**src/rtl/weight_loader.sv**
```systemverilog
// weight_loader: byte-stream loader for a two-layer weight set.
// A frame is SYNC_BYTE followed by N_BYTES payload bytes (32 layer-1 bytes,
// then 16 layer-2 bytes, most significant byte first). Payload is gathered
// in shadow registers and copied to the outputs in a single commit cycle,
// so the outputs never expose a partially loaded frame.
// Optional feature: define WEIGHT_CHECKSUM_EN to require a trailing byte equal
// to the modulo-256 sum of the payload; a mismatch drops the frame and pulses
// load_err.
module weight_loader #(
   parameter logic [7:0]  SYNC_BYTE = 8'hA5,
   parameter int unsigned N_BYTES   = 48
) (
   input  logic         clk,
   input  logic         rst,
   input  logic         in_valid,
   input  logic [7:0]   in_data,
   output logic         in_ready,
   output logic [255:0] weight_layer1,
   output logic [127:0] weight_layer2,
   output logic         weights_valid,
   output logic         load_done,
   output logic         load_err,
   output logic         busy
);

   typedef enum logic [1:0] {
      IDLE   = 2'd0,
      LOAD   = 2'd1,
`ifdef WEIGHT_CHECKSUM_EN
      CHECK  = 2'd2,
`endif
      COMMIT = 2'd3
   } state_t;

   state_t         state_r;
   state_t         state_nxt_s;
   logic [5:0]     count_r;
   logic [5:0]     count_nxt_s;
   logic [255:0]   shadow_l1_r;
   logic [255:0]   shadow_l1_nxt_s;
   logic [127:0]   shadow_l2_r;
   logic [127:0]   shadow_l2_nxt_s;
   logic [7:0]     l1_idx_s;
   logic [6:0]     l2_idx_s;
   logic           accept_s;
   logic           last_byte_s;
   logic           commit_s;
   logic           err_s;
   logic           busy_r;
   logic           load_done_r;
   logic           weights_valid_r;
   logic [255:0]   weight_l1_r;
   logic [127:0]   weight_l2_r;

`ifdef WEIGHT_CHECKSUM_EN
   logic [7:0]     sum_r;
   logic [7:0]     sum_nxt_s;
   logic           load_err_r;

   // Running modulo-256 payload checksum step.
   function automatic logic [7:0] sum8(input logic [7:0] acc, input logic [7:0] b);
      return acc + b;
   endfunction
`endif

   // Ready whenever out of reset and not in the commit cycle.
   assign in_ready    = ~rst & (state_r != COMMIT);
   assign accept_s    = in_valid & in_ready;
   assign last_byte_s = (count_r == 6'(N_BYTES - 1));
   // Byte k lands at bit 255-8k (layer 1) or 127-8(k-32) (layer 2).
   assign l1_idx_s    = 8'd255 - {count_r[4:0], 3'b000};
   assign l2_idx_s    = 7'd127 - {count_r[3:0], 3'b000};

   assign weight_layer1 = weight_l1_r;
   assign weight_layer2 = weight_l2_r;
   assign weights_valid = weights_valid_r;
   assign load_done     = load_done_r;
   assign busy          = busy_r;
`ifdef WEIGHT_CHECKSUM_EN
   assign load_err      = load_err_r;
`else
   assign load_err      = 1'b0;
`endif

   // Next-state, byte counter, shadow write and checksum accumulation.
   always_comb begin
      state_nxt_s     = state_r;
      count_nxt_s     = count_r;
      shadow_l1_nxt_s = shadow_l1_r;
      shadow_l2_nxt_s = shadow_l2_r;
      err_s           = 1'b0;
`ifdef WEIGHT_CHECKSUM_EN
      sum_nxt_s       = sum_r;
`endif
      case (state_r)
         IDLE: begin
            if (accept_s && (in_data == SYNC_BYTE)) begin
               state_nxt_s = LOAD;
               count_nxt_s = 6'd0;
`ifdef WEIGHT_CHECKSUM_EN
               sum_nxt_s   = 8'd0;
`endif
            end else begin
               state_nxt_s = IDLE;
            end
         end
         LOAD: begin
            if (accept_s) begin
               // A sync-valued byte here is ordinary payload.
               if (!count_r[5]) begin
                  shadow_l1_nxt_s[l1_idx_s -: 8] = in_data;
               end else if (!count_r[4]) begin
                  shadow_l2_nxt_s[l2_idx_s -: 8] = in_data;
               end else begin
                  shadow_l1_nxt_s = shadow_l1_r;
               end
`ifdef WEIGHT_CHECKSUM_EN
               sum_nxt_s = sum8(sum_r, in_data);
`endif
               if (last_byte_s) begin
                  count_nxt_s = 6'd0;
`ifdef WEIGHT_CHECKSUM_EN
                  state_nxt_s = CHECK;
`else
                  state_nxt_s = COMMIT;
`endif
               end else begin
                  count_nxt_s = count_r + 6'd1;
               end
            end else begin
               state_nxt_s = LOAD;
            end
         end
`ifdef WEIGHT_CHECKSUM_EN
         CHECK: begin
            if (accept_s) begin
               if (in_data == sum_r) begin
                  state_nxt_s = COMMIT;
               end else begin
                  state_nxt_s = IDLE;
                  err_s       = 1'b1;
               end
            end else begin
               state_nxt_s = CHECK;
            end
         end
`endif
         COMMIT: begin
            state_nxt_s = IDLE;
         end
         default: begin
            state_nxt_s = IDLE;
         end
      endcase
   end

   // The commit cycle is the one entered from LOAD or CHECK.
   assign commit_s = (state_nxt_s == COMMIT) && (state_r != COMMIT);

   // State, shadow and output registers; outputs load only on entry to COMMIT.
   always_ff @(posedge clk) begin
      if (rst) begin
         state_r         <= IDLE;
         count_r         <= 6'd0;
         shadow_l1_r     <= 256'd0;
         shadow_l2_r     <= 128'd0;
         weight_l1_r     <= 256'd0;
         weight_l2_r     <= 128'd0;
         weights_valid_r <= 1'b0;
         load_done_r     <= 1'b0;
         busy_r          <= 1'b0;
`ifdef WEIGHT_CHECKSUM_EN
         sum_r           <= 8'd0;
         load_err_r      <= 1'b0;
`endif
      end else begin
         state_r     <= state_nxt_s;
         count_r     <= count_nxt_s;
         shadow_l1_r <= shadow_l1_nxt_s;
         shadow_l2_r <= shadow_l2_nxt_s;
         busy_r      <= (state_nxt_s != IDLE);
         load_done_r <= commit_s;
         if (commit_s) begin
            weight_l1_r     <= shadow_l1_nxt_s;
            weight_l2_r     <= shadow_l2_nxt_s;
            weights_valid_r <= 1'b1;
         end else begin
            weights_valid_r <= weights_valid_r;
         end
`ifdef WEIGHT_CHECKSUM_EN
         sum_r      <= sum_nxt_s;
         load_err_r <= err_s;
`endif
      end
   end

endmodule

```
**config.mk**
```make
export PLATFORM = sky130hd
export DESIGN_NAME = weight_loader
export DESIGN_NICKNAME = d
export VERILOG_FILES = /design/src/rtl/weight_loader.sv
export SDC_FILE = /design/constraint.sdc
export NUM_CORES = 1
export LEC_CHECK = 0
export BUFFER_PORTS_ARGS = -buffer_cell sky130_fd_sc_hd__buf_4
export CORE_MARGIN = 5
export CORE_UTILIZATION = 57
export DETAILED_ROUTE_END_ITERATION = 8
export GPL_TIMING_DRIVEN = 0
export HOLD_SLACK_MARGIN = 0.08
export PLACE_DENSITY = 0.79
export RECOVER_POWER = 100
export SYNTH_ARGS = -nofsm -noshare
export SYNTH_HDL_FRONTEND = slang
export SYNTH_SLANG_ARGS = --single-unit
```
**constraint.sdc**
```tcl
create_clock -name clk -period 2.65 [get_ports clk]
set_input_delay 0.1325 -clock clk [delete_from_list [all_inputs] [get_ports clk]]
set_output_delay 0.1325 -clock clk [all_outputs]
set_load 0.01 [all_outputs]
```
==> results of run 1 <==
## power by group
group / leakage, nW / internal [mW] / switching, mW / total (mW)
clock: 1.30 / 6.68 / 4.57 / 11.2
sequential: 6.27 / 11.7 / 0.000236 / 11.7
combinational: 6.31 / 0.0663 / 0.367 / 0.434
total: 13.9 / 18.5 / 4.93 / 23.4
## Yosys cell counts, types with 2 or more instances
| cell | instances | area, um2 |
|---|---|---|
| and3_1 | 32 | 200.2 |
| buf_2 | 67 | 335.3 |
| buf_1 | 2 | 7.510 |
| nand3b_1 | 2 | 15.01 |
| a211oi_1 | 362 | 2718 |
| and2_1 | 10 | 62.56 |
| a21oi_1 | 71 | 355.3 |
| nand3_2 | 40 | 400.4 |
| nor2b_1 | 9 | 56.30 |
| a31oi_1 | 2 | 12.51 |
| mux2i_1 | 433 | 4334 |
| and3b_1 | 14 | 122.6 |
| buf_6 | 3 | 33.78 |
| nand3_1 | 65 | 325.3 |
| o21ai_0 | 7 | 35.03 |
| o31ai_1 | 3 | 22.52 |
| and4bb_2 | 2 | 25.02 |
| nand2_1 | 89 | 334.1 |
| ha_1 | 5 | 62.56 |
| nor3b_1 | 5 | 37.54 |
| and2_0 | 9 | 56.30 |
| nand4_1 | 20 | 125.1 |
| dfxtp_1 | 779 | 15590 |
| buf_4 | 63 | 473.0 |
| nand2b_1 | 12 | 75.07 |
| clkbuf_1 | 133 | 499.2 |
| nor2_1 | 736 | 2763 |
| inv_1 | 5 | 18.77 |
| a311oi_1 | 16 | 140.1 |
| or4_1 | 4 | 30.03 |
| nor3_1 | 6 | 30.03 |
## through the flow
step           area, um2  setup TNS [ns]  utilization
2_1_floorplan      29370               0            -
3_3_place_gp       33200          -60.78       0.6484
3_5_place_dp       33200          -66.42       0.6484
4_1_cts            35960               0       0.7023
5_1_grt            34400               0       0.6719
6_report           34400        -0.02133       0.6719
## cells by family after synthesis
logic type	after synthesis	synth area share
other	1	0.0001277
AOI/OAI and AO/OA	462	0.1121
muxes	433	0.1476
and+or+nand+nor	1060	0.1603
DFF	779	0.5310
buffers and inverters	274	0.04678
adders and majority gates	5	0.002130
## path summary, 6_finish.rpt
| kind | end | slack [ns] | depth (start not counted) |
|---|---|---|---|
| max | weight_layer1[181] | -0.02 | 7 |
| min | state_r[0] | 0.16 | 4 |
| max reg2reg | weight_layer1[181] | -0.02 | 7 |
| min reg2reg | shadow_l2_r[115] | 0.46 | 2 |
## metal layers
| layer | vias to the layer above | GRT usage |
|---|---|---|
| met5 | - | 0 |
| met4 | 0 | 0.1527 |
| met3 | 291 | 0.08048 |
| met2 | 1391 | 0.5689 |
| met1 | 12550 | 0.4457 |
| li1 | 11450 | - |
## flip-flops by register name, indices dropped and copies added (netlist names)
| signal | cells |
|---|---|
| busy | 1 |
| count_r | 6 |
| load_done | 1 |
| shadow_l1_r | 256 |
| shadow_l2_r | 128 |
| state_r | 2 |
| weight_layer1 | 256 |
| weight_layer2 | 128 |
| weights_valid | 1 |
## cell type report
type,count,area share
well taps,680,0.02473
flip-flops and latches,779,0.4535
inverters,6,0.0007275
plain buffers,267,0.03808
clock buffers,112,0.06784
clock inverters,24,0.008038
multi-input cells,1961,0.3605
repair buffers,405,0.04663
## worst min-delay path, stage by stage
cell      delay [ns]
buf_4           0.11
and4bb_2        0.24
a31oi_1         0.11
nor3_1          0.13
## repair_timing
| item | in CTS | in global routing |
|---|---|---|
| pin swaps | 0 | 0 |
| endpoints found under the setup margin | 337 | 324 |
| resized for setup | 14 | 7 |
| setup buffers | 0 | 0 |
| hold buffers | 8 | 0 |
| hold endpoints to repair | 18 | 0 |
==> results.sh, run 1 <==
export IMPL_cts_buffer_depth=3
export IMPL_firstDrtPassIters=8
export IMPL_viasPerCell=6.065
export IMPL_grt_usage=0.3490
export IMPL_met3_length_mm=10.31
export IMPL_setup_slack_ns=-0.02044
export IMPL_syn2layout_area_growth_pct=17.14
export IMPL_synth_edf_count=0
export IMPL_post_drt_wl_per_cell_um=24.47
export IMPL_final_nets=3512
export IMPL_relSlewSlack=0.003859
export IMPL_grt_pass1_vias=25070
export IMPL_ant_nets=0
export IMPL_startpoint="count_r[0]"
export IMPL_avgSynthCellArea_um2=9.744
export IMPL_ys_ff_latch=779
export IMPL_synthesis_nets=3030
export IMPL_setup_worst_path_end_class="flip-flop"
export IMPL_globalRoute_totalOverflow=0
export IMPL_die_w_um=237.0
export IMPL_drt_total_wl_mm=103.6
export IMPL_htree_levels=3
export IMPL_cap_violations=1
export IMPL_pin_count=400
export IMPL_setup_violations_final=2
export IMPL_clkSinkCount=779
export IMPL_n_antenna_cell=0
export IMPL_drt_initial_drc_count=2671
export IMPL_fillers=4260
export IMPL_worst_pin_slew_ns=1.494
export IMPL_core_um2=51200
export IMPL_clock_skew_ns=0.01987
export IMPL_cts_tree="done"
export IMPL_period_share=1.008
export IMPL_seq_area_frac_synth=0.5310
export IMPL_whs_ns=0.1615
export IMPL_die_area_um2=56160
export IMPL_cp_arrival_ns=3.14
export IMPL_critical_path_buf_inv_count=3
export IMPL_clk_latency_ns=0.62
export IMPL_vias=25680
export IMPL_wl_met2_mm=47.52
export IMPL_violations="capacitance limit, setup timing"
export IMPL_slew_violations=0
export IMPL_start_util=0.5736
export IMPL_multi_input_area_um2=12400
export IMPL_fmax_mhz=374.5
export IMPL_critical_path_required_ns=3.12
export IMPL_register_area_um2=15600
export IMPL_rsz0062_at_grt="false"
export IMPL_place_congestion=0.9815
export IMPL_crit_path_max_incr_delay_ns=0.52
export IMPL_grt_pass1_wl_mm=152.0
export IMPL_pwr_density_cell_nw_per_um2=679.8
export IMPL_mostFrequentLayoutCells="dfxtp_1 (777), nor2_1 (736), clkbuf_1 (548)"
export IMPL_place_inst=4091
export IMPL_status="finished with violations"
export IMPL_drive_gt1_frac=0.08160
export IMPL_min_from="in_data[5]"
export IMPL_dieHeight_um=237.0
export IMPL_antenna_found_initial=1
export IMPL_p_leak_nw=13.89
export IMPL_r2r_start="count_r[0]"
export IMPL_synth_cell_area_um2=29370
export IMPL_ir_drop_mv=0.5283
export IMPL_finalHoldViolCount=0
export IMPL_rows=83
export IMPL_synthFlopType="dfxtp_1"
export IMPL_grt_max_degree=15
export IMPL_period_needed_ns=2.670
export IMPL_cts_root_buf="clkbuf_16"
export IMPL_fin_cells=4234
export IMPL_place_ws_ns=-0.5893
export IMPL_crit_type="flip-flop to flip-flop"
export IMPL_syn_inst=3014
export IMPL_power_total_mw=23.39
export IMPL_cp_slowest_cell="clkbuf_1"
export IMPL_synth_distinct_cells=39
export IMPL_numCtsBuffers=76
export IMPL_wl_met1_mm=40.68
export IMPL_place_hpwl_mm=75.17
export IMPL_cp_cell_sequence="ha_1 > and3_1 > nand3_4 > inv_4 > buf_2 > clkbuf_1 > a211oi_1"
export IMPL_critPathTopFamily="buffers and inverters"
export IMPL_port_buffers=397
export IMPL_drc=0
export IMPL_yosysWarnings=0
export IMPL_cp_max_fo=10
export IMPL_start_kind="flip-flop"
export IMPL_top_layer="met4"
export IMPL_clk_pin_slew_worst_paths_ns=0.07
export IMPL_hp_class="input port to flip-flop"
export IMPL_async_flop_share=0
export IMPL_final_common_cell="dfxtp_1"
Note: power is estimated with default switching activity, not from simulation.
==> inputs of run 2 (changes only) <==
--- a/config.mk
+++ b/config.mk
@@ -5,13 +5,16 @@
 export SDC_FILE = /design/constraint.sdc
 export NUM_CORES = 1
 export LEC_CHECK = 0
+export ABC_AREA = 1
 export BUFFER_PORTS_ARGS = -buffer_cell sky130_fd_sc_hd__buf_4
+export CELL_PAD_IN_SITES_DETAIL_PLACEMENT = 0
+export CELL_PAD_IN_SITES_GLOBAL_PLACEMENT = 1
 export CORE_MARGIN = 5
-export CORE_UTILIZATION = 57
+export CORE_UTILIZATION = 28
 export DETAILED_ROUTE_END_ITERATION = 8
 export GPL_TIMING_DRIVEN = 0
 export HOLD_SLACK_MARGIN = 0.08
-export PLACE_DENSITY = 0.79
+export PLACE_DENSITY = 0.57
 export RECOVER_POWER = 100
 export SYNTH_ARGS = -nofsm -noshare
 export SYNTH_HDL_FRONTEND = slang
==> run 2 against run 1 <==
Against the previous run:
- the flow finishes with violations (setup timing)
- flip-flop and latch count stayed put
- clock skew is 0.0096 ns higher
- via count is 14% higher
- sequential share of layout area is 3.6 points lower
- combinational power is 2% higher
- area after synthesis is 4.2% higher
- design area is 8.7% higher
- sequential power hardly changed
==> results.sh, run 2 <==
export IMPL_cp_slowest_cell="nor2_2"
export IMPL_avgSynthCellArea_um2=7.126
export IMPL_async_flop_share=0
export IMPL_whs_ns=0.1375
export IMPL_swShare=0.2242
export IMPL_stdcell_area_um2=37400
export IMPL_core_um2=108700
export IMPL_setup_worst_path_end_class="flip-flop"
export IMPL_yosys_area_top_type="dfxtp_1"
export IMPL_slew_violations=0
export IMPL_drive_gt1_frac=0.07294
export IMPL_pwr_density_cell_nw_per_um2=681.8
export IMPL_power_frac_seq=0.459
export IMPL_port_buffers=398
export IMPL_critical_path_required_ns=3.24
export IMPL_critPathTopFamily="simple AND/OR/NAND/NOR gates"
export IMPL_mostFrequentLayoutCells="nand2_1 (1015), nor2_1 (782), dfxtp_1 (778)"
export IMPL_grt_pass1_vias=26930
export IMPL_syn2layout_area_growth_pct=22.17
export IMPL_p_switching_mw=5.717
export IMPL_setup_violations_final=2
export IMPL_worst_pin_slew_ns=1.262
export IMPL_ff2ff_path_depth=9
export IMPL_synthTopCellsByArea="dfxtp_1 (51%), nand2_1 (12%), nor2_1 (9.9%)"
export IMPL_grt_usage=0.2255
export IMPL_drc=0
export IMPL_crit_path_max_incr_delay_ns=0.56
export IMPL_viasPerCell=4.663
export IMPL_tns_ns=-0.08054
export IMPL_power_total_mw=25.50
export IMPL_start_kind="flip-flop"
export IMPL_grt_pass1_wl_mm=191.7
export IMPL_final_common_cell="nand2_1"
export IMPL_critical_path_buf_inv_count=3
export IMPL_place_hpwl_mm=104.8
export IMPL_cts_tree="done"
export IMPL_drt_total_wl_mm=136.8
export IMPL_synth_top_cell_area_share=0.5094
export IMPL_rows=121
export IMPL_fmax_mhz=370.6
export IMPL_p_leak_nw=16.14
export IMPL_clk_latency_ns=0.67
export IMPL_numCtsBuffers=93
export IMPL_p_comb_frac=0.017
export IMPL_fillers=12090
export IMPL_clk_pin_slew_worst_paths_ns=0.06
export IMPL_place_congestion=0.9245
export IMPL_crit_type="flip-flop to flip-flop"
export IMPL_synth_common_cells="nand2_1 (1014), nor2_1 (811), dfxtp_1 (779)"
export IMPL_hp_class="input port to flip-flop"
export IMPL_cp_arrival_ns=3.29
export IMPL_cp_max_fo=10
export IMPL_cts_root_buf="clkbuf_16"
export IMPL_die_w_um=340.7
export IMPL_pin_count=400
export IMPL_hold_depth=5
export IMPL_cap_violations=0
export IMPL_firstDrtPassIters=5
export IMPL_register_area_um2=15600
export IMPL_ant_nets=0
export IMPL_grt_max_degree=16
export IMPL_dieHeight_um=340.7
export IMPL_start_util=0.2816
export IMPL_cp_cell_sequence="buf_2 > nand2_1 > nor2_1 > inv_1 > nor2_2 > nand3_1 > nand3_1 > nand2_1 > inv_1"
export IMPL_p_clk_frac=0.523
export IMPL_synth_cell_area_um2=30610
export IMPL_min_from="in_data[0]"
export IMPL_multi_input_area_um2=12250
export IMPL_rsz0062_at_grt="true"
export IMPL_htree_levels=3
export IMPL_final_nets=4819
export IMPL_synth_distinct_cells=29
export IMPL_period_share=1.018
export IMPL_synth_edf_count=0
export IMPL_syn_inst=4296
export IMPL_clkSinkCount=779
export IMPL_finalHoldViolCount=0
export IMPL_startpoint="count_r[0]"
export IMPL_violations="setup timing"
export IMPL_ir_drop_mv=0.4200
export IMPL_clock_skew_ns=0.02947
export IMPL_drt_initial_drc_count=2652
export IMPL_ys_ff_latch=779
export IMPL_synthesis_nets=4312
export IMPL_die_area_um2=116000
export IMPL_vias=29360
export IMPL_relSlewSlack=0.1553
export IMPL_cts_buffer_depth=3
export IMPL_power_internal_mw=19.78
export IMPL_seq_area_frac_synth=0.5094
export IMPL_placed_area_um2=35380
export IMPL_period_needed_ns=2.698
export IMPL_cp_depth=9
export IMPL_post_drt_wl_per_cell_um=21.73
export IMPL_globalRoute_totalOverflow=0
export IMPL_synthFlopType="dfxtp_1"
export IMPL_setup_slack_ns=-0.04816
export IMPL_r2r_start="count_r[0]"
export IMPL_synth_most_common_cell="nand2_1"
export IMPL_fin_util=0.3441
export IMPL_yosysWarnings=0
export IMPL_antenna_found_initial=7
export IMPL_status="finished with violations"
run 2: changes by cell type after synthesis, moves of 314 or more:
cell / delta
mux2i_1: -433
nand3_1: +347
a211oi_1: -362
nand2_1: +925
inv_1: +427
a21oi_1: +314
run 2: kinds of logic (layout without fill, tap and decap cells):
family / Yosys count / after routing / synth area share
simple gates: 2293 / 2293 / 0.3042
flops: 779 / 779 / 0.5094
buf+inv: 673 / 1258 / 0.09507
compound gates: 545 / 545 / 0.08910
fa+ha+maj: 5 / 5 / 0.002044
other cells: 1 / 3 / 0.0001225
run 2: final timing paths:
| path | to | slack, ns |
|---|---|---|
| min reg2reg | weights_valid | 0.46 |
| min | shadow_l2_r[16] | 0.14 |
| max reg2reg | weight_layer2[115] | -0.05 |
| max | weight_layer2[115] | -0.05 |
run 2: repair_timing:
item / 4_1_cts / 5_1_grt
gates cloned: 0 / 0
setup buffers: 0 / 5
endpoints found under the setup margin: 454 / 101
pin swaps: 0 / 2
gates resized for setup: 43 / 26
hold endpoints to repair: 20 / 0
hold buffers: 12 / 0
run 2: worst register-to-register path, cell delays in order, from the launching register on:
cell     delay [ns]
dfxtp_1        0.46
buf_2          0.29
nand2_1        0.16
nor2_1         0.46
inv_1          0.21
nor2_2         0.56
nand3_1        0.24
nand3_1        0.14
nand2_1        0.06
inv_1          0.04
run 2: area by class of cell:
class,instances,share of cell area
sequential,779,0.4170
multi-input combinational,2844,0.3275
clock buffer,146,0.07781
tap,1414,0.04730
inverter,452,0.04543
timing repair buffer,415,0.04536
buffer,218,0.03158
clock inverter,27,0.007828
antenna,2,0.0001338
run 2: per-stage QoR:
stage | instances | setup slack (ns)
after floorplan | 4296 | 0.4610
after detailed placement | 6108 | -0.6784
after global routing | 6295 | -0.07067
after CTS | 6290 | 0.006578
after global placement | 6108 | -0.6920
final | 6297 | -0.04816
run 2: power groups by stage:
stage          logic, mW  clock network, mW  registers [mW]
2_1_floorplan      0.184                  0            12.0
6_report           0.441               13.3            11.7
3_5_place_dp       0.423                  0            12.0
4_1_cts            0.441               13.7            11.7
3_3_place_gp       0.425                  0            12.0
5_1_grt            0.460               14.1            11.7
run 2: routing by layer:
layer | part of all wire | track usage
met5 | 0.000066 | 0
met4 | 0.029 | 0.06597
met3 | 0.075 | 0.05422
met2 | 0.45 | 0.3626
met1 | 0.44 | 0.3017
